--- src/rtl/nf10_barrier_sched_if.sv ---
// nf10_barrier_sched_if
// Groups the barrier request/activity/status signals that run between the
// stimulus/record side of the testbench (master) and the barrier scheduler (slave).
//   activity_stim/rec      per-port activity flags (NUM_PORTS+1 bits, ports plus DMA)
//   activity_trans_sim/log transaction engine activity flags
//   barrier_req            per-port barrier requests (level)
//   barrier_req_trans      transaction engine barrier request (level)
//   barrier_proceed        release to all requesters
//   barrier_timeout        sticky forced-release flag
//   barrier_count          completed barrier count (wraps)
//   sched_state            scheduler state for debug
interface nf10_barrier_sched_if #(
   parameter int unsigned NUM_PORTS = 4,
   parameter int unsigned CNT_WIDTH = 16
) ();

   logic [NUM_PORTS:0]   activity_stim;
   logic [NUM_PORTS:0]   activity_rec;
   logic                 activity_trans_sim;
   logic                 activity_trans_log;
   logic [NUM_PORTS:0]   barrier_req;
   logic                 barrier_req_trans;
   logic                 barrier_proceed;
   logic                 barrier_timeout;
   logic [CNT_WIDTH-1:0] barrier_count;
   logic [1:0]           sched_state;

   modport master (
      output activity_stim,
      output activity_rec,
      output activity_trans_sim,
      output activity_trans_log,
      output barrier_req,
      output barrier_req_trans,
      input  barrier_proceed,
      input  barrier_timeout,
      input  barrier_count,
      input  sched_state
   );

   modport slave (
      input  activity_stim,
      input  activity_rec,
      input  activity_trans_sim,
      input  activity_trans_log,
      input  barrier_req,
      input  barrier_req_trans,
      output barrier_proceed,
      output barrier_timeout,
      output barrier_count,
      output sched_state
   );

endinterface

--- src/rtl/nf10_barrier_sched.sv ---
// nf10_barrier_sched
// Simulation barrier sequencer. Waits until every port and the transaction engine
// request a barrier and all activity lines have been quiet for IDLE_CYCLES
// consecutive cycles, then holds barrier_proceed until all requests drop.
// An optional timeout forces the release and sets a sticky flag.
//   axi_aclk     clock
//   axi_aresetn  asynchronous active-low reset
//   bus_io       slave side of nf10_barrier_sched_if (requests/activity in,
//                proceed/timeout/count/state out, all outputs registered)
module nf10_barrier_sched #(
   parameter int unsigned NUM_PORTS      = 4,
   parameter int unsigned IDLE_CYCLES    = 16,
   parameter int unsigned TIMEOUT_CYCLES = 0,
   parameter int unsigned CNT_WIDTH      = 16
) (
   input  logic                 axi_aclk,
   input  logic                 axi_aresetn,
   nf10_barrier_sched_if.slave  bus_io
);

   typedef enum logic [1:0] {
      StIdle    = 2'd0,
      StCollect = 2'd1,
      StQuiesce = 2'd2,
      StProceed = 2'd3
   } state_e;

   localparam logic [15:0] IdleLast  = 16'(IDLE_CYCLES - 1);
   localparam logic [31:0] TimerLast = 32'(TIMEOUT_CYCLES - 1);
   localparam bit          TimeoutEn = (TIMEOUT_CYCLES != 0);

   state_e               state_q, state_d;
   logic [15:0]          idle_cnt_q, idle_cnt_d;
   logic [31:0]          timer_q, timer_d;
   logic                 proceed_q, proceed_d;
   logic                 timeout_q, timeout_d;
   logic [CNT_WIDTH-1:0] count_q, count_d;

   logic all_req, any_req, quiet, timer_hit;

   assign all_req = (&bus_io.barrier_req) & bus_io.barrier_req_trans;
   assign any_req = (|bus_io.barrier_req) | bus_io.barrier_req_trans;
   assign quiet   = ~((|bus_io.activity_stim) | (|bus_io.activity_rec) |
                      bus_io.activity_trans_sim | bus_io.activity_trans_log);

   // Only meaningful while collecting or quiescing; the timer is 0 elsewhere.
   assign timer_hit = TimeoutEn && (timer_q == TimerLast);

   always_comb begin
      state_d    = state_q;
      idle_cnt_d = idle_cnt_q;
      timeout_d  = timeout_q;
      count_d    = count_q;

      unique case (state_q)
         StIdle: begin
            idle_cnt_d = '0;
            if (any_req) state_d = StCollect;
         end
         StCollect: begin
            idle_cnt_d = '0;
            if (timer_hit) begin
               state_d   = StProceed;
               timeout_d = 1'b1;
            end else if (all_req && quiet) begin
               state_d = StQuiesce;
            end else if (!any_req) begin
               state_d = StIdle;
            end
         end
         StQuiesce: begin
            if (timer_hit) begin
               state_d    = StProceed;
               timeout_d  = 1'b1;
               idle_cnt_d = '0;
            end else if (!all_req) begin
               state_d    = any_req ? StCollect : StIdle;
               idle_cnt_d = '0;
            end else if (!quiet) begin
               // Any activity restarts the full quiet run.
               idle_cnt_d = '0;
            end else if (idle_cnt_q == IdleLast) begin
               state_d    = StProceed;
               idle_cnt_d = '0;
            end else begin
               idle_cnt_d = idle_cnt_q + 16'd1;
            end
         end
         StProceed: begin
            idle_cnt_d = '0;
            if (!any_req) begin
               state_d = StIdle;
               count_d = count_q + CNT_WIDTH'(1);
            end
         end
         default: state_d = StIdle;
      endcase

      // Timer runs for the whole COLLECT/QUIESCE episode, including bounces
      // between the two, and is cleared as soon as the barrier leaves them.
      if ((state_d == StCollect || state_d == StQuiesce) &&
          (state_q == StCollect || state_q == StQuiesce)) begin
         timer_d = timer_q + 32'd1;
      end else begin
         timer_d = '0;
      end

      proceed_d = (state_d == StProceed);
   end

   always_ff @(posedge axi_aclk or negedge axi_aresetn) begin
      if (!axi_aresetn) begin
         state_q    <= StIdle;
         idle_cnt_q <= '0;
         timer_q    <= '0;
         proceed_q  <= 1'b0;
         timeout_q  <= 1'b0;
         count_q    <= '0;
      end else begin
         state_q    <= state_d;
         idle_cnt_q <= idle_cnt_d;
         timer_q    <= timer_d;
         proceed_q  <= proceed_d;
         timeout_q  <= timeout_d;
         count_q    <= count_d;
      end
   end

   assign bus_io.barrier_proceed = proceed_q;
   assign bus_io.barrier_timeout = timeout_q;
   assign bus_io.barrier_count   = count_q;
   assign bus_io.sched_state     = state_q;

endmodule

--- src/flat_wrapper.sv ---
// flat-port wrapper written by rule: the top's interface ports become plain ports
module nf10_barrier_sched_flat 
#(
   parameter int unsigned NUM_PORTS      = 4,
   parameter int unsigned IDLE_CYCLES    = 16,
   parameter int unsigned TIMEOUT_CYCLES = 0,
   parameter int unsigned CNT_WIDTH      = 16
)
  (axi_aclk, axi_aresetn, bus_io_activity_stim, bus_io_activity_rec, bus_io_activity_trans_sim, bus_io_activity_trans_log, bus_io_barrier_req, bus_io_barrier_req_trans, bus_io_barrier_proceed, bus_io_barrier_timeout, bus_io_barrier_count, bus_io_sched_state);
  nf10_barrier_sched_if #(.NUM_PORTS(NUM_PORTS), .CNT_WIDTH(CNT_WIDTH)) bus_io_i ();
  input  logic axi_aclk;
  input  logic axi_aresetn;
  input wire logic [$bits(bus_io_i.activity_stim)-1:0] bus_io_activity_stim;
  input wire logic [$bits(bus_io_i.activity_rec)-1:0] bus_io_activity_rec;
  input wire logic [$bits(bus_io_i.activity_trans_sim)-1:0] bus_io_activity_trans_sim;
  input wire logic [$bits(bus_io_i.activity_trans_log)-1:0] bus_io_activity_trans_log;
  input wire logic [$bits(bus_io_i.barrier_req)-1:0] bus_io_barrier_req;
  input wire logic [$bits(bus_io_i.barrier_req_trans)-1:0] bus_io_barrier_req_trans;
  output wire logic [$bits(bus_io_i.barrier_proceed)-1:0] bus_io_barrier_proceed;
  output wire logic [$bits(bus_io_i.barrier_timeout)-1:0] bus_io_barrier_timeout;
  output wire logic [$bits(bus_io_i.barrier_count)-1:0] bus_io_barrier_count;
  output wire logic [$bits(bus_io_i.sched_state)-1:0] bus_io_sched_state;
  assign bus_io_i.activity_stim = bus_io_activity_stim;
  assign bus_io_i.activity_rec = bus_io_activity_rec;
  assign bus_io_i.activity_trans_sim = bus_io_activity_trans_sim;
  assign bus_io_i.activity_trans_log = bus_io_activity_trans_log;
  assign bus_io_i.barrier_req = bus_io_barrier_req;
  assign bus_io_i.barrier_req_trans = bus_io_barrier_req_trans;
  assign bus_io_barrier_proceed = bus_io_i.barrier_proceed;
  assign bus_io_barrier_timeout = bus_io_i.barrier_timeout;
  assign bus_io_barrier_count = bus_io_i.barrier_count;
  assign bus_io_sched_state = bus_io_i.sched_state;
  nf10_barrier_sched #(.NUM_PORTS(NUM_PORTS), .IDLE_CYCLES(IDLE_CYCLES), .TIMEOUT_CYCLES(TIMEOUT_CYCLES), .CNT_WIDTH(CNT_WIDTH)) u_core (.axi_aclk(axi_aclk), .axi_aresetn(axi_aresetn), .bus_io(bus_io_i));
endmodule
--- config.mk ---
export PLATFORM = sky130hd
export DESIGN_NAME = nf10_barrier_sched_flat
export DESIGN_NICKNAME = d
export VERILOG_FILES = /design/src/rtl/nf10_barrier_sched_if.sv /design/src/rtl/nf10_barrier_sched.sv /design/src/flat_wrapper.sv
export SDC_FILE = /design/constraint.sdc
export NUM_CORES = 1
export LEC_CHECK = 0
export CAP_MARGIN = 20
export CORE_MARGIN = 3
export CORE_UTILIZATION = 53
export CTS_BUF_LIST = sky130_fd_sc_hd__clkbuf_4 sky130_fd_sc_hd__clkbuf_8 sky130_fd_sc_hd__clkbuf_16
export DETAILED_ROUTE_END_ITERATION = 8
export PLACE_DENSITY = 0.83
export RECOVER_POWER = 25
export SYNTH_ARGS = -nofsm -noshare
export SYNTH_HDL_FRONTEND = slang
export SYNTH_SLANG_ARGS = --single-unit
--- constraint.sdc ---
create_clock -name axi_aclk -period 4.25 [get_ports axi_aclk]
set_clock_uncertainty 0.15 [all_clocks]
set_input_delay 0.85 -clock axi_aclk [delete_from_list [all_inputs] [get_ports axi_aclk]]
set_output_delay 0.85 -clock axi_aclk [all_outputs]
set_load 0.01 [all_outputs]
# ---- Word-level counts from Yosys, hierarchy flattened
# Cells that the tools add are included.
dict set report totals {
  output_inout_bits 20
  mem_bits_rw 0
  in_bits 20
  latch_bits 0
  mem_count 0
  rom_bits 0
  word_cells 38
  reg_bits 35
}
dict set report classes {
  shifts 0
  order_cmp 0
  reduce_logical 8
  n_bitwise 7
  mux 12
  addsub 2
  mul 0
  eq_ne 5
  div_mod_pow 0
}
# cell n
set ops {}
lappend ops {{$mux 16} 3}
lappend ops {{$add 16x1->16 const B} 2}
lappend ops {{$pmux 16 s2} 1}
lappend ops {{$eq 16x4->1 const B} 1}
lappend ops {{$reduce_or 5->1} 3}
lappend ops {{$mux 2} 6}
lappend ops {{$pmux 2 s4} 1}
lappend ops {{$eq 2x2->1 const B} 3}
lappend ops {{$reduce_and 5->1} 1}
lappend ops {{$or 1x1->1} 4}
lappend ops {{$reduce_or 3->1} 1}
lappend ops {{$eq 2x1->1 const B} 1}
lappend ops {{$logic_not 2->1} 1}
lappend ops {{$not 1->1} 2}
lappend ops {{$reduce_and 2->1} 1}
lappend ops {{$and 1x1->1} 1}
lappend ops {{$logic_and 1x1->1} 1}
lappend ops {{$mux 1} 1}

# ---- Logic depth before layout (Yosys ltp)
# Gate-level depths: netlist (run 1).
dict set report depth {
  depth_word 9
  depth_mapped 6
  ltp_nobuf 5
}

# ---- Worst setup path before layout (run 1)
# Ideal clock, no wire load.
dict set report synth_path {
  kind {input-to-reg}
  startpoint {in bus_io_barrier_req_trans}
  endpoint {reg u_core.count_q[12], in the netlist u_core.bus_io.barrier_count[12]}
  path_stages 4
  setup_slack_ns 1.965
  arrival_ns 2.010
  required_time_ns 3.975
  setup_ns 0.125
  n_path_buf 0
  cell_sequence {or4_4 -> nor4_4 -> nand4_1 -> xnor2_1}
}
dict set report synth_via {
  elab_chain_cells 3
}
# item line
set synth_rtl {}
lappend synth_rtl {{start, declared} flat_wrapper.sv:18} ;# input wire logic [$bits(bus_io_i.barrier_req_trans)-1:0] bus_io_barrier_req_trans;
lappend synth_rtl {{$or 1x1->1} nf10_barrier_sched.sv:42} ;# assign any_req = (|bus_io.barrier_req) | bus_io.barrier_req_trans;
lappend synth_rtl {{$not 1->1 (no line)} -}
lappend synth_rtl {{$reduce_and 2->1 (no line)} -}
lappend synth_rtl {{end signal, assigned} nf10_barrier_sched.sv:125} ;# count_q <= count_d;
lappend synth_rtl {{end, declared} nf10_barrier_sched.sv:37} ;# logic [CNT_WIDTH-1:0] count_q, count_d;
# Every way passes these cells.
# A chain may end at the register's enable or synchronous reset.

==> results of run 1 <==
==> flip-flops by register name, indices dropped and copies added, names as in the netlist <==
| signal | count |
|---|---|
| u_core.bus_io.sched_state | 2 |
| u_core.bus_io.barrier_count | 16 |
| u_core.idle_cnt_q | 16 |
| u_core.bus_io.barrier_proceed | 1 |
==> cells by family (layout without fill, tap and decap cells) <==
logic type      count (synthesis)  after routing  share of synthesized area, %
fa+ha+maj                       2              2                          1.44
simple gates                   90             90                          28.7
buf+inv                         8             51                          2.09
flops                          35             35                          50.5
compound gates                  4              4                          1.73
other cells                     1              1                         0.216
mux                             1              1                         0.650
xor+xnor                       29             29                          14.7
==> path summary, 6_finish.rpt <==
path | endpoint | depth (start not counted) | slack [ps] | from
max in group axi_aclk | u_core.idle_cnt_q[2]$_DFF_PN0_ | 5 | 1670 | bus_io_activity_stim[1]
worst max register to register | u_core.idle_cnt_q[2]$_DFF_PN0_ | 5 | 2060 | u_core.idle_cnt_q[0]$_DFF_PN0_
worst min register to register | u_core.bus_io.barrier_count[15]$_DFFE_PN0P_ | 1 | 330 | u_core.bus_io.barrier_count[15]$_DFFE_PN0P_
worst max-delay path | u_core.bus_io.sched_state[0]$_DFF_PN0_ | 2 | 1550 | axi_aresetn
worst min-delay path | u_core.bus_io.barrier_count[15]$_DFFE_PN0P_ | 1 | 330 | u_core.bus_io.barrier_count[15]$_DFFE_PN0P_
min in group asynchronous | u_core.bus_io.barrier_count[5]$_DFFE_PN0P_ | 2 | 1360 | axi_aresetn
==> placed cells by master (no fill, tap or decap), drive strengths merged <==
master / count
a32o: 1
o211ai: 1
dfrtp: 35
nand4bb: 1
or4: 1
clkbuf: 7
bufinv: 1
xnor2: 24
and4: 2
mux2: 1
nand4: 11
nor2: 24
nand4b: 1
dlygate4sd3: 1
a31oi: 2
nor4: 14
nor3: 4
inv: 4
xor2: 5
conb: 1
clkdlybuf4s50: 37
nor2b: 2
clkinv: 1
ha: 2
and3: 4
nand2: 12
nand3: 14
==> metal layers <==
metal	vias to the layer above	share of wire, %	GRT usage [%]	wire length (um)
met5	-	0	0	0
met4	0	2.1	9.97	79
met3	9	4.0	4.10	150
met2	32	53	37.2	1980
met1	685	41	24.1	1520
li1	682	-	-	-
==> layout make-up <==
class	instances	share of cell area [%]
multi-input combinational	127	36.7
clock buffer	6	2.29
sequential	35	39.1
inverter	4	0.671
timing repair buffer	39	17.2
clock inverter	2	1.57
tap	44	2.46
==> worst register-to-register path, cell delays in order (launching register included) <==
cell	delay (ps)
dfrtp_1	430
ha_1	250
and3_1	190
and4_1	190
nand4b_1	620
nor2_1	290
==> stage by stage <==
stage	worst slack (ps)	hold WS, ps	instance area (um2)	power [mW]	cells
final	1550	330	2240	0.612	257
after global routing	1150	343	2240	0.641	257
after CTS	1670	337	2240	0.618	257
after detailed placement	1330	320	2150	0.370	249
after global placement	1410	314	2150	0.369	249
after floorplan	1970	305	1730	0.344	170
==> report_power, final <==
group | internal (mW) | switching [mW] | total [mW]
Sequential | 0.333 | 0.000162 | 0.333
Clock | 0.139 | 0.111 | 0.250
Combinational | 0.0170 | 0.0120 | 0.0290
Total | 0.489 | 0.123 | 0.612
==> synthesized netlist by cell type, drive strengths merged, types with 2 or more instances <==
cell type,n,area share [%]
nor4,14,5.9
xnor2,24,12
nand4,11,4.0
buf,3,1.0
xor2,5,2.5
nand2,12,2.6
nor2,24,5.3
ha,2,1.4
and3,4,1.4
inv,4,0.87
nor3,4,1.8
dfrtp,35,51
a31oi,2,0.72
and4,2,1.0
nor2b,2,0.72
nand3,14,4.0
==> out/results.txt, run 1 <==
Max-cap violation count -> 1
Die width -> 63.2 um
Global-route wire length before repair -> 6670 um
CTS max path bufs -> 2
Syn avg cell area -> 10.2 um2
Final nets -> 234
Violated checks -> capacitance limit, slew limit
N_diodes -> 0
Power per Cell Area -> 274 mW/mm2
Sequential Area -> 876 um2
Count of cell types in the netlist -> 28
DIE HEIGHT -> 63.2 um
H-Tree Depth -> 2
Critical path peak fanout -> 35
LEAKAGE -> 0.889 nW
Critical setup path kind -> input pin to asynchronous set/reset pin
Worst Path Arrival -> 2670 ps
Die ar. -> 0.00399 mm2
Initial antenna violation count -> 0
Hold Path Class -> flop to flop
Total gr overflow -> 0
Worst path required time -> 4220 ps
Clk sinks -> 35
Setup repair bufs after CTS -> 0
Mapped Area -> 0.00173 mm2
Hold Fails Final Rpt -> 0
Sequence of cells on the critical path -> dlygate4sd3_1, clkbuf_1
Outcome -> finished, violations left
Ys flop type -> dfrtp_1
Drt via density -> 5.48
Startpoint Class -> input pin
DRC -> 0
Min cycle time layout -> 2700 ps
EDFF count, synth -> 0
I/O pin count -> 40
DR vias -> 1408
CTS-repair resized insts -> 0
Layout cell share with drive strength beyond 1 -> 5.63%
Worst setup EP type -> asynchronous set/reset pin
CTS buffer count -> 5
Wire length per cell -> 14.5 um
Number of global-route vias before repair -> 1475
Part of the Yosys area used for sequential elements -> 50.5%
Layout Area Growth over Synthesis -> 29.1%
TritonRoute pass-1 iters -> 4
Area of the multi-input gates -> 821 um2
Layout Utilization -> 72.7%
Number of synthesized register bits -> 35
CTS root buffer -> clkbuf_4
Worst vdd ir -> 0.287 mV
CP delay by family, top -> buffers and inverters
Worst skew pair latency -> 340 ps
Ys Warns -> 0
Starting Density -> 56.3%
Post-DRT Antenna Nets -> 0
Setup TNS -> 0 ps
DP Wirelength -> 2810 um
Fillers -> 240
Pin count of the biggest net entering global routing -> 36
Max-slew headroom -> -19.6%
Tcrit/Tclk final -> 63.6%
Fin. max-slew vios -> 36
F_max -> 370 MHz
FFs w/ async S/R, synth -> 100%
GPL Wtd Cong -> 0.801
Slew at the pin with the worst max-slew slack -> 1790 ps
Post-CTS Hold Buffers -> 0
Worst-path clk slew -> 110 ps
FP Rows -> 20
Number of port buffers -> 38
Post-Route WL -> 3730 um
CP bufs+invs -> 2
Core area -> 0.00308 mm2
Synth Instances -> 170
Gr usage total -> 20.9%
Setup Viol. Count Final -> 0
Worst path slowest cell -> clkbuf_1
Max stage delay on crit path -> 1290 ps
DRT iter0 DRCs -> 52
CTS tree -> built
RSZ-0062 raised after global routing -> no
Synthesized Nets -> 192
No activity file was read; power rests on OpenSTA's default activity.
==> run 2, diff against run 1 <==
--- a/config.mk
+++ b/config.mk
@@ -7,10 +7,10 @@
 export LEC_CHECK = 0
 export CAP_MARGIN = 20
 export CORE_MARGIN = 3
-export CORE_UTILIZATION = 53
+export CORE_UTILIZATION = 44
 export CTS_BUF_LIST = sky130_fd_sc_hd__clkbuf_4 sky130_fd_sc_hd__clkbuf_8 sky130_fd_sc_hd__clkbuf_16
 export DETAILED_ROUTE_END_ITERATION = 8
-export PLACE_DENSITY = 0.83
+export PLACE_DENSITY = 0.73
 export RECOVER_POWER = 25
 export SYNTH_ARGS = -nofsm -noshare
 export SYNTH_HDL_FRONTEND = slang
==> constraint.sdc (replaced) <==
create_clock -name axi_aclk -period 2.29 [get_ports axi_aclk]
set_clock_uncertainty 0.15 [all_clocks]
set_input_delay 0.458 -clock axi_aclk [delete_from_list [all_inputs] [get_ports axi_aclk]]
set_output_delay 0.458 -clock axi_aclk [all_outputs]
set_load 0.01 [all_outputs]
==> run 2 against run 1 <==
  * Non-clock buffer count grew 3
  * Routed wire length shrank 3.4%
  * Die area grew 18%
  * The run now ends clean
  * Register-to-register slack lost 1600 ps
  * Via count grew 0.92%
  * Clock power grew 72%
==> out/results.txt, run 2 (synthesized netlist as in run 1, its figures left out) <==
Hold Path Class -> flop to flop
Met2 WL -> 1930 um (-2.7%)
Fillers -> 306 (+28%)
Worst Path Arrival -> 2140 ps (-530 ps)
Worst path required time -> 2310 ps (-1910 ps)
DP Wirelength -> 2690 um (-4.1%)
Worst skew pair latency -> 280 ps (-60 ps)
Area of the multi-input gates -> 821 um2 (unchanged)
Met3 wire length -> 174 um (+16%)
Wire length per cell -> 13.6 um (-6.0%)
Highest-count cells in the layout ignoring fill and taps -> clkdlybuf4s50_1 (37), dfrtp_1 (35), xnor2_1 (24)
Final Hold Slack -> 336 ps (+5.57 ps)
DRC -> 0 (unchanged)
Top routing layer used -> met4
Max-cap violation count -> 0 (-1)
DR vias -> 1421 (+0.92%)
Sequence of cells on the critical path -> clkdlybuf4s50_1, or4_4, nor4_4, nand4_1, xnor2_1
Post-Route WL -> 3600 um (-3.4%)
Die ar. -> 0.00473 mm2 (+18%)
Fin. max-slew vios -> 0 (-100%)
Gr usage total -> 18.0% (-3.0 points)
RSZ-0062 raised after global routing -> no
I/O pin count -> 40 (unchanged)
Sequential Area -> 876 um2 (unchanged)
Setup Viol. Count Final -> 0 (unchanged)
Clk sinks -> 35 (unchanged)
Min cycle time layout -> 2120 ps
Power per Cell Area -> 486 mW/mm2 (+77%)
Worst setup EP type -> flop
Startpoint Class -> input pin
Slew at the pin with the worst max-slew slack -> 842 ps (-951 ps)
Critical path peak fanout -> 4 (-89%)
Starting Density -> 46.6% (-9.7 points)
Max-slew headroom -> 43.9% (+63 points)
Layout Area Growth over Synthesis -> 30.9%
CP bufs+invs -> 1 (-1)
Pin count of the biggest net entering global routing -> 36 (unchanged)
CTS tree -> built
Final nets -> 237 (+1.3%)
Post-DRT Antenna Nets -> 0 (unchanged)
TritonRoute pass-1 iters -> 4 (unchanged)
Initial antenna violation count -> 0 (unchanged)
Tcrit/Tclk final -> 92.4%
Number of port buffers -> 38 (unchanged)
Layout Utilization -> 61.0% (-12 points)
CTS root buffer -> clkbuf_8
CTS max path bufs -> 2 (unchanged)
Global-route wire length before repair -> 6280 um (-5.8%)
Final instance count without filler cells -> 264 (+2.7%)
DRT iter0 DRCs -> 49 (-5.8%)
Setup TNS -> 0 ps (unchanged)
GPL Wtd Cong -> 0.853 (+6.5%)
Worst vdd ir -> 0.327 mV (+14%)
CTS-repair resized insts -> 0 (unchanged)
Layout cell share with drive strength beyond 1 -> 7.41% (+1.8 points)
Worst path slowest cell -> or4_4
CP delay by family, top -> simple AND/OR/NAND/NOR gates
Number of global-route vias before repair -> 1399 (-5.2%)
Drt via density -> 5.38 (-1.8%)
LEAKAGE -> 0.898 nW (+0.97%)
Placed Area -> 0.00218 mm2 (+1.3%)
Post-CTS Hold Buffers -> 0 (unchanged)
Hold Fails Final Rpt -> 0 (unchanged)
Worst-path clk slew -> 70 ps (-40 ps)
N_diodes -> 0 (unchanged)
Critical setup path kind -> input pin to flop
Total gr overflow -> 0 (unchanged)
Core area -> 0.00372 mm2 (+21%)
F_max -> 473 MHz
H-Tree Depth -> 2 (unchanged)
Design Area, Final -> 0.00227 mm2 (+1.4%)
Setup repair bufs after CTS -> 0 (unchanged)
CTS buffer count -> 5 (unchanged)
Wl on met1 -> 1400 um (-8.0%)
Die width -> 68.8 um (+8.8%)
FP Rows -> 22 (+10%)
Commonest non-fill, non-tap cell in the layout -> clkdlybuf4s50_1
DIE HEIGHT -> 68.8 um (+8.8%)
Max stage delay on crit path -> 610 ps (-680 ps)
Outcome -> finished, final reports clean
Cell total after placement -> 256 (+2.8%)
==> run 2: path summary, 6_finish.rpt <==
path | startpoint | to | slack [ps] | cells after the start
setup / recovery | bus_io_barrier_req_trans | u_core.bus_io.barrier_count[12]$_DFFE_PN0P_ | 170 | 5
hold / removal | u_core.bus_io.barrier_count[15]$_DFFE_PN0P_ | u_core.bus_io.barrier_count[15]$_DFFE_PN0P_ | 340 | 1
setup reg to reg | u_core.idle_cnt_q[0]$_DFF_PN0_ | u_core.idle_cnt_q[9]$_DFF_PN0_ | 500 | 6
hold reg to reg | u_core.bus_io.barrier_count[15]$_DFFE_PN0P_ | u_core.bus_io.barrier_count[15]$_DFFE_PN0P_ | 340 | 1
max in group asynchronous | axi_aresetn | u_core.idle_cnt_q[4]$_DFF_PN0_ | 810 | 2
min in group asynchronous | axi_aresetn | u_core.bus_io.barrier_count[6]$_DFFE_PN0P_ | 660 | 2
==> run 2: layout make-up <==
| type | instances | share of cell area [%] |
|---|---|---|
| Multi-Input combinational cell | 127 | 36.2 |
| Clock buffer | 5 | 3.03 |
| Sequential cell | 35 | 38.6 |
| Clock inverter | 3 | 0.883 |
| Tap cell | 48 | 2.65 |
| Timing Repair Buffer | 42 | 18.0 |
| Inverter | 4 | 0.662 |
==> run 2: per-layer routing <==
| layer | global-route usage (%) | vias up |
|---|---|---|
| li1 | - | 690 |
| met1 | 21.0 | 675 |
| met2 | 30.3 | 44 |
| met3 | 5.51 | 12 |
| met4 | 8.03 | 0 |
| met5 | 0 | - |
==> run 2: per-stage QoR <==
| step | total power, mW | worst slack [ps] |
|---|---|---|
| floorplan | 0.638 | 397 |
| global placement | 0.685 | -112 |
| detailed placement | 0.686 | -127 |
| CTS | 1.12 | 177 |
| global route | 1.16 | 119 |
| finish | 1.10 | 175 |
==> run 2: report_power, final <==
part | total [mW] | internal, mW | switching (mW)
Combinational | 0.0542 | 0.0318 | 0.0224
Sequential | 0.618 | 0.618 | 0.000297
Clock | 0.429 | 0.211 | 0.218
==> run 3, diff against run 2 <==
--- a/config.mk
+++ b/config.mk
@@ -6,6 +6,7 @@
 export NUM_CORES = 1
 export LEC_CHECK = 0
 export CAP_MARGIN = 20
+export CORE_ASPECT_RATIO = 2
 export CORE_MARGIN = 3
 export CORE_UTILIZATION = 44
 export CTS_BUF_LIST = sky130_fd_sc_hd__clkbuf_4 sky130_fd_sc_hd__clkbuf_8 sky130_fd_sc_hd__clkbuf_16
==> run 3 against run 2 <==
  * Critical path type unchanged
  * Count of clock-buffer cells in the layout grew 1
  * Sequential power hardly changed
  * Critical path depth unchanged
  * Highest routed layer unchanged
  * Total power rose by 13%
==> out/results.txt, run 3 (synthesized netlist as in run 1, its figures left out) <==
Outcome -> finished, final reports clean
Final instance count without filler cells -> 272 (+3.0%)
Hold Fails Final Rpt -> 0 (unchanged)
Die width -> 50.4 um (-27%)
Starting Density -> 47.0% (+0.40 points)
CP bufs+invs -> 1 (unchanged)
Layout cell share with drive strength beyond 1 -> 10.3% (+2.9 points)
Fillers -> 291 (-4.9%)
LEAKAGE -> 0.954 nW (+6.3%)
Startpoint Class -> input pin
Cell total after placement -> 264 (+3.1%)
Path depth of the worst reg2reg path -> 6 (unchanged)
Cell count along the critical path -> 5 (unchanged)
I/O pin count -> 40 (unchanged)
Pin count of the biggest net entering global routing -> 36 (unchanged)
Gr usage total -> 17.9% (-0.056 points)
N_diodes -> 0 (unchanged)
DR vias -> 1422 (+0.070%)
Total gr overflow -> 0 (unchanged)
Number of port buffers -> 38 (unchanged)
DIE HEIGHT -> 94.8 um (+38%)
GPL Wtd Cong -> 0.866 (+1.5%)
Global-route wire length before repair -> 6530 um (+4.1%)
Wire length per cell -> 14.5 um (+6.6%)
TritonRoute pass-1 iters -> 4 (unchanged)
Fin. max-slew vios -> 0 (unchanged)
CTS buffer count -> 5 (unchanged)
Clk sinks -> 35 (unchanged)
CP delay by family, top -> simple AND/OR/NAND/NOR gates
Worst path slowest cell -> or4_4
Setup repair bufs after CTS -> 0 (unchanged)
CTS tree -> built
Worst vdd ir -> 1.09 mV (+230%)
Min cycle time layout -> 2110 ps (-3.69 ps)
Worst hold path stage count -> 1 (unchanged)
Worst path required time -> 2310 ps (about the same)
H-Tree Depth -> 2 (unchanged)
Sequence of cells on the critical path -> clkdlybuf4s50_1, or4_4, nor4_4, nand4_1, xnor2_1
RSZ-0062 raised after global routing -> no
F_max -> 474 MHz (+0.17%)
Worst skew pair latency -> 280 ps (about the same)
Max-cap violation count -> 0 (unchanged)
Hold Path Class -> flop to flop
FP Rows -> 31 (+41%)
Drt via density -> 5.23 (-2.9%)
Critical setup path kind -> input pin to flop
Commonest non-fill, non-tap cell in the layout -> clkdlybuf4s50_1
Final nets -> 244 (+3.0%)
Core area -> 0.00368 mm2 (-0.84%)
Power per Cell Area -> 530 mW/mm2 (+9.1%)
Initial antenna violation count -> 0 (unchanged)
DRC -> 0 (unchanged)
DP Wirelength -> 3030 um (+12%)
DRT iter0 DRCs -> 20 (-59%)
Worst setup EP type -> flop
Die ar. -> 0.00477 mm2 (+0.97%)
Highest-count cells in the layout ignoring fill and taps -> clkdlybuf4s50_1 (37), dfrtp_1 (35), xnor2_1 (24)
Post-CTS Hold Buffers -> 0 (unchanged)
Tcrit/Tclk final -> 92.2% (-0.16 points)
Worst-path clk slew -> 70 ps (about the same)
Post-Route WL -> 3960 um (+9.9%)
Max stage delay on crit path -> 610 ps (about the same)
Worst Path Arrival -> 2130 ps (about the same)
CTS max path bufs -> 2 (unchanged)
Setup Viol. Count Final -> 0 (unchanged)
Tot Pwr -> 1.25 mW (+13%)
Post-DRT Antenna Nets -> 0 (unchanged)
Slew at the pin with the worst max-slew slack -> 838 ps (-3.82 ps)
Critical path peak fanout -> 4 (unchanged)
CTS-repair resized insts -> 0 (unchanged)
Layout Area Growth over Synthesis -> 35.7%
CTS root buffer -> clkbuf_8
Number of global-route vias before repair -> 1459 (+4.3%)
Max-slew headroom -> 44.1% (+0.25 points)
==> run 3: cell types whose count changed in the layout (fill, tap and decap cells not counted) <==
| cell | previous run | this run |
|---|---|---|
| buf_4 | 3 | 10 |
| bufinv_16 | 0 | 1 |
| clkbuf_8 | 5 | 6 |
| clkinvlp_4 | 2 | 0 |
==> run 3: worst reg2reg max path: stages, from the launching register on <==
cell and delay, ps:
dfrtp_1 400, ha_1 220, and3_1 230, and4_1 250
nand4b_1 130, buf_4 210, nor2_1 80
==> run 3: routing by layer <==
layer | up-vias | track usage, % | part of all wire [%]
met2 | 31 | 32.1 | 56
li1 | 701 | - | -
met1 | 683 | 18.9 | 38
met4 | 0 | 7.87 | 1.6
met3 | 7 | 5.37 | 4.0
met5 | - | 0 | 0
==> run 3: area by class of cell <==
type	count	area, um2	share of cell area (%)
clock buffer	6	82.6	3.51
sequential	35	876	37.3
multi-input combinational	127	821	34.9
tap	49	61.3	2.61
timing repair buffer	49	460	19.6
clock inverter	2	35.0	1.49
inverter	4	15.0	0.639
==> run 3: through the flow <==
| stage | utilization, % | TNS (ps) | worst slack [ps] | cell area (um2) | hold slack, ps |
|---|---|---|---|---|---|
| floorplan | - | 0 | 397 | 1730 | 12.4 |
| CTS | 63.9 | 0 | 191 | 2350 | 342 |
| global route | 63.8 | 0 | 106 | 2350 | 372 |
| detailed placement | 60.7 | -815 | -109 | 2240 | 332 |
| global placement | 60.7 | -406 | -78.2 | 2240 | 312 |
| finish | 63.8 | 0 | 178 | 2350 | 340 |
==> run 3: power by group <==
group | switching, mW | internal, mW
combinational | 0.0242 | 0.0367
clock | 0.215 | 0.352
sequential | 0.000310 | 0.618
==> run 3: final timing paths <==
| path | start | to | slack [ps] |
|---|---|---|---|
| min reg2reg | u_core.bus_io.barrier_count[15]$_DFFE_PN0P_ | u_core.bus_io.barrier_count[15]$_DFFE_PN0P_ | 340 |
| max reg2reg | u_core.idle_cnt_q[0]$_DFF_PN0_ | u_core.idle_cnt_q[8]$_DFF_PN0_ | 520 |
| min in group asynchronous | axi_aresetn | u_core.bus_io.barrier_proceed$_DFF_PN0_ | 650 |
| max in group asynchronous | axi_aresetn | u_core.bus_io.barrier_count[0]$_DFFE_PN0P_ | 810 |
| min | u_core.bus_io.barrier_count[15]$_DFFE_PN0P_ | u_core.bus_io.barrier_count[15]$_DFFE_PN0P_ | 340 |
| max | bus_io_barrier_req_trans | u_core.bus_io.barrier_count[12]$_DFFE_PN0P_ | 180 |
